[src/rtl/pkt_axil_write_master.sv]
// AXI4-Lite write master: each accepted packet word becomes a header write
// followed by a commit write; the commit response is classified into statistics.
module pkt_axil_write_master #(
  parameter logic [31:0] HDR_ADDR    = 32'h0000_0000,
  parameter logic [31:0] COMMIT_ADDR = 32'h0000_0004,
  parameter int          TIMEOUT     = 64,
  parameter int          CNT_W       = 16
) (
  input  logic             clk,
  input  logic             rst,
  input  logic             pkt_valid,
  input  logic [31:0]      pkt_data,
  output logic             pkt_ready,
  output logic             AWVALID,
  input  logic             AWREADY,
  output logic [31:0]      AWADDR,
  output logic             WVALID,
  input  logic             WREADY,
  output logic [31:0]      WDATA,
  output logic [3:0]       WSTRB,
  input  logic             BVALID,
  output logic             BREADY,
  input  logic [1:0]       BRESP,
  output logic             busy,
  output logic             done,
  output logic [1:0]       last_resp,
  output logic [CNT_W-1:0] valid_cnt,
  output logic [CNT_W-1:0] invalid_cnt,
  output logic [CNT_W-1:0] err_cnt,
  output logic             timeout_flag
);
  localparam int TW = $clog2(TIMEOUT + 1);
  localparam logic [TW-1:0] TMO_LAST = TW'(TIMEOUT - 1);

  typedef enum logic [2:0] {IDLE, HDR_REQ, HDR_RSP, CMT_REQ, CMT_RSP} state_t;

  state_t        r_state;
  logic [31:0]   r_word;
  logic [TW-1:0] r_tmo;
  logic          w_req_done;

  function automatic logic [CNT_W-1:0] sat_inc(input logic [CNT_W-1:0] v);
    return (&v) ? v : v + 1'b1;
  endfunction

  // AW and W complete independently; a channel whose VALID is already low is finished.
  assign w_req_done = (!AWVALID || AWREADY) && (!WVALID || WREADY);
  assign busy       = (r_state != IDLE);
  assign WSTRB      = 4'hF;

  always_ff @(posedge clk or negedge rst) begin
    if (!rst) begin
      r_state      <= IDLE;
      r_word       <= '0;
      r_tmo        <= '0;
      pkt_ready    <= 1'b0;
      AWVALID      <= 1'b0;
      AWADDR       <= '0;
      WVALID       <= 1'b0;
      WDATA        <= '0;
      BREADY       <= 1'b0;
      done         <= 1'b0;
      last_resp    <= 2'b00;
      valid_cnt    <= '0;
      invalid_cnt  <= '0;
      err_cnt      <= '0;
      timeout_flag <= 1'b0;
    end else begin
      done <= 1'b0;
      case (r_state)
        IDLE: begin
          pkt_ready <= 1'b1;
          if (pkt_valid && pkt_ready) begin
            r_word       <= pkt_data;
            WDATA        <= pkt_data;
            AWADDR       <= HDR_ADDR;
            AWVALID      <= 1'b1;
            WVALID       <= 1'b1;
            pkt_ready    <= 1'b0;
            timeout_flag <= 1'b0;
            r_state      <= HDR_REQ;
          end
        end
        HDR_REQ, CMT_REQ: begin
          if (AWVALID && AWREADY) AWVALID <= 1'b0;
          if (WVALID && WREADY)   WVALID  <= 1'b0;
          if (w_req_done) begin
            BREADY <= 1'b1;
            r_tmo  <= '0;
            if (r_state == HDR_REQ) r_state <= HDR_RSP;
            else                    r_state <= CMT_RSP;
          end
        end
        HDR_RSP, CMT_RSP: begin
          if (BVALID) begin
            BREADY    <= 1'b0;
            last_resp <= BRESP;
            if (r_state == HDR_RSP && BRESP == 2'b00) begin
              AWADDR  <= COMMIT_ADDR;
              WDATA   <= r_word;
              AWVALID <= 1'b1;
              WVALID  <= 1'b1;
              r_state <= CMT_REQ;
            end else begin
              done      <= 1'b1;
              pkt_ready <= 1'b1;
              r_state   <= IDLE;
              // A failed header and any 1x commit response both count as errors.
              if (r_state == HDR_RSP || BRESP[1]) err_cnt     <= sat_inc(err_cnt);
              else if (BRESP[0])                  invalid_cnt <= sat_inc(invalid_cnt);
              else                                valid_cnt   <= sat_inc(valid_cnt);
            end
          end else if (r_tmo == TMO_LAST) begin
            BREADY       <= 1'b0;
            last_resp    <= 2'b11;
            timeout_flag <= 1'b1;
            err_cnt      <= sat_inc(err_cnt);
            done         <= 1'b1;
            pkt_ready    <= 1'b1;
            r_state      <= IDLE;
          end else begin
            r_tmo <= r_tmo + 1'b1;
          end
        end
        default: r_state <= IDLE;
      endcase
    end
  end
endmodule

[config.mk]
export PLATFORM = sky130hd
export DESIGN_NAME = pkt_axil_write_master
export DESIGN_NICKNAME = d
export VERILOG_FILES = /design/src/rtl/pkt_axil_write_master.sv
export SDC_FILE = /design/constraint.sdc
export NUM_CORES = 1
export LEC_CHECK = 0
export CAP_MARGIN = 30
export CORE_UTILIZATION = 30
export CTS_CLUSTER_DIAMETER = 30
export CTS_CLUSTER_SIZE = 20
export DETAILED_ROUTE_END_ITERATION = 7
export PLACE_DENSITY_LB_ADDON = 0.15
export SLEW_MARGIN = 20
export SYNTH_ARGS = -nofsm -noshare
export SYNTH_HDL_FRONTEND = slang
export SYNTH_SLANG_ARGS = --single-unit
[constraint.sdc]
create_clock -name clk -period 2.55 [get_ports clk]
set_input_delay 0.51 -clock clk [delete_from_list [all_inputs] [get_ports clk]]
set_output_delay 0.51 -clock clk [all_outputs]
set_load 0.01 [all_outputs]
==> qor.txt <==
TIMING
-----------------------------------------------------------------------------------------
Actual transition at the worst max-transition pin                                0.621 ns
Final setup vio count                                                                   0
Share of the cycle needed by the critical path after routing                        0.932
Max_slew headroom                                                                   0.582
Final Critical Period                                                             2.38 ns
Number of hold violations in the final report                                           0
Unrepaired setup endpoints after global routing                                     false
Skew final                                                                     0.00883 ns
Sum of negative setup slack                                                          0 ns
Final Slew Violations                                                                   0
Highest Clock Rate                                                                421 MHz

PWR
-----------------------------------------------------------------------------------------
Int Pwr                                                                           5.33 mW
Peak supply drop                                                                 0.507 mV
Part of the total power dissipated in the clock network                             0.262
Portion of total power attributed to combinational logic                            0.343
Sequential cell fraction of total power                                             0.394
Switching power share of the total                                                  0.344
Switching power summed over all nets                                              2.80 mW
Power density normalized to cell area                                          986 nW/um2
Static Leakage                                                                    3.90 nW

WORST SETUP PATH
-----------------------------------------------------------------------------------------
Data arrival at the endpoint of the critical path                                 1.87 ns
Reg-to-reg startpoint                                                          err_cnt[0]
Critical path peak fanout                                                              13
Worst path depth                                                                        3
Worst setup SP type                                                              register
Critical Path, Cell by Cell                                                  nor3_1 -> inv_1 -> clkdlybuf4s50_1
Number of cells on the worst reg-to-reg path                                            6
Req. time, crit path                                                              2.04 ns
Setup CP Type                                                                  reg -> out
Beginning of the critical path                                                 r_state[0]
Crit-path max cell delay                                                          0.53 ns
Critical-path cell with the highest stage delay                              sky130_fd_sc_hd__dfrtp_1
Sum of buffers and inverters on the critical path                                       2
Dominant delay contributor by cell family on the critical path               buffers and inverters
Critical Path End Type                                                       primary output

GLOBAL ROUTE
-----------------------------------------------------------------------------------------
GRT Overall Usage                                                                   0.146
Number of global-route vias before repair                                            4750
Number of antenna violations at the first check in global routing                       0
Pin count of the biggest net entering global routing                                   77
Wire length of the first global-routing pass                                      24.7 mm
Overflow after GRT                                                                      0

FLOORPLANNING
-----------------------------------------------------------------------------------------
Initial standard-cell utilization of the core                                       0.307
I/O pin total                                                                         165
Die width                                                                          146 um
Total die area                                                                  21300 um2
Vert. Die Dim                                                                      146 um
Placeable core region                                                           20200 um2
Placement Rows                                                                         52

LOGIC SYNTHESIS
-----------------------------------------------------------------------------------------
Share of synthesized area occupied by flip-flops and latches                        0.529
Average cell area after synthesis                                                10.1 um2
Proportion of register bits with asynchronous set or reset after synthesis           1.00
Number of warning messages in the yosys log                                             0
Post-synth EDFFs                                                                        0
Primary flip-flop cell chosen by synthesis mapping                           sky130_fd_sc_hd__dfrtp_1
Distinct cells, synth                                                                  56
Post-synth design cell area                                                      6200 um2
Post-synthesis sequential element count                                               131
Number of standard cells after synthesis                                              617

FINISH
-----------------------------------------------------------------------------------------
Share of final-layout standard cells stronger than drive strength 1                0.0876
Highest-count cells in the layout ignoring fill and taps                     164 x sky130_fd_sc_hd__nand2_1, 131 x sky130_fd_sc_hd__dfrtp_1, 128 x sky130_fd_sc_hd__clkdlybuf4s50_1
Area of all placed cells without fillers                                         8250 um2
Total of fill cells in the finished design                                           1949
Number of nets in the finished design                                                 798
Antenna fix cells                                                                       0
Most common cell after layout, fill and taps aside                           sky130_fd_sc_hd__nand2_1
Signed area change from the synthesized netlist to the final layout                 32.9%

DETAILED ROUTING
-----------------------------------------------------------------------------------------
Total vias in the final route                                                        4646
DR vias/cell                                                                         4.49
DR WL/cell                                                                        14.2 um
First-iteration detailed-routing DRC count                                            177
Total wire length after detailed routing                                          14.7 mm
DRC                                                                                     0
Antenna Violating Nets Remaining                                                        0
Initial DRT Pass Iterations                                                             5

CLOCK NETWORK
-----------------------------------------------------------------------------------------
Total number of H-tree levels                                                           4
Num Clock Sinks                                                                       131
Clock buffers created by TritonCTS                                                     17
Bufs on Longest Clock Path                                                              2
Number of setup buffers added after CTS                                                 0
Insertion delay of the later-clocked pin in the worst-skew pair                   0.41 ns
CTS tree                                                                              yes
CTS Root Cell                                                                sky130_fd_sc_hd__clkbuf_16
Clk slew on worst S/H paths                                                       0.05 ns

WORST HOLD PATH
-----------------------------------------------------------------------------------------
Hold/Removal Path Class                                                       in -> async

JOB
-----------------------------------------------------------------------------------------
Max cap viols                                                                           0

PLACE
-----------------------------------------------------------------------------------------
GP Congestion                                                                       0.783
Count of input and output buffers                                                     129
Post-DP HPWL                                                                      10.1 mm
Post-detailed-placement cell area                                                7730 um2

OUTCOME
-----------------------------------------------------------------------------------------
Result of the run                                                            complete, no violations

==> final cells by class <==
cell class / instances / area (um2) / area share
sequential: 131 / 3280 / 0.398
inverter: 9 / 33.8 / 0.00410
multi-input combinational: 451 / 2630 / 0.319
clock buffer: 19 / 443 / 0.0537
timing repair buffer: 144 / 1460 / 0.177
tap: 270 / 338 / 0.0410
clock inverter: 11 / 66.3 / 0.00804
==> logic make-up (layout without fill, tap and decap cells) <==
group | count (synthesis) | count (layout) | synth area share
simple gates | 270 | 270 | 0.206
flops | 131 | 131 | 0.529
buf+inv | 68 | 183 | 0.0686
compound gates | 61 | 61 | 0.0640
xor+xnor | 44 | 44 | 0.0633
mux | 37 | 37 | 0.0607
fa+ha+maj | 4 | 4 | 0.00807
other cells | 2 | 35 | 0.00121
==> flip-flops by register name, indices dropped and copies added (netlist names) <==
signal and flops:
last_resp 2, done 1, pkt_ready 1, r_word 32
WVALID 1, AWVALID 1, WDATA 32, err_cnt 16
AWADDR 1, BREADY 1, r_tmo 7, r_state 3
valid_cnt 16, timeout_flag 1, invalid_cnt 16
==> stage by stage <==
stage               cells   util  hold WS, ns  total power, mW  setup slack [ns]
global route         1035  0.407        0.463             8.71            0.0723
floorplan             650      -        0.214             4.78             0.535
finish               1035  0.407        0.468             8.13             0.174
CTS                  1035  0.407        0.447             8.28             0.138
detailed placement   1004  0.382        0.305             6.08            0.0902
global placement     1004  0.382        0.306             6.00             0.131
==> per-layer routing <==
| layer | vias to the layer above | track usage | wire length [um] |
|---|---|---|---|
| li1 | 2284 | - | - |
| met1 | 2243 | 0.189 | 6920 |
| met2 | 106 | 0.233 | 6870 |
| met3 | 13 | 0.0401 | 742 |
| met4 | 0 | 0.0532 | 184 |
| met5 | - | 0 | 0 |
==> final timing paths <==
kind	end	slack, ns
worst max-delay path	busy	0.17
worst min-delay path	valid_cnt[4]	0.47
worst max register to register	err_cnt[1]	0.35
worst min register to register	r_word[21]	0.47
max in group asynchronous	pkt_ready	1.46
min in group clk	r_word[21]	0.47
==> synth_stat cells, drive strengths merged (8+ instances only) <==
cell type	count	area [um2]
nand4	13	81.3
buf	48	350
and3	8	50.1
nor2	13	48.8
xnor2	28	253
xor2	16	140
mux2i	32	320
inv	9	33.8
nor3	10	60.1
clkbuf	11	41.3
dfrtp	131	3280
o21ai	40	200
nand2	164	616
nand3	31	165
==> power by group through the flow <==
stage / sequential, mW / clock, mW / combinational [mW]
after floorplan: 3.26 / 0 / 1.52
after detailed placement: 3.23 / 0 / 2.85
after global routing: 3.30 / 2.29 / 3.11
final: 3.21 / 2.13 / 2.79
after global placement: 3.21 / 0 / 2.79
after CTS: 3.21 / 2.21 / 2.86
==> worst register-to-register path, cell delays in order, from the launching register on <==
cell	delay (ns)
sky130_fd_sc_hd__dfrtp_1	0.43
sky130_fd_sc_hd__ha_1	0.25
sky130_fd_sc_hd__nand4_1	0.11
sky130_fd_sc_hd__or4_1	0.59
sky130_fd_sc_hd__nand3_2	0.20
sky130_fd_sc_hd__buf_4	0.19
sky130_fd_sc_hd__mux2_1	0.32
==> repair_timing <==
| action | CTS | global route |
|---|---|---|
| resized for setup | 0 | 0 |
| hold buffers | 1 | 0 |
| endpoints found under the hold margin | 3 | 0 |
No activity file was read; power rests on OpenSTA's default activity.
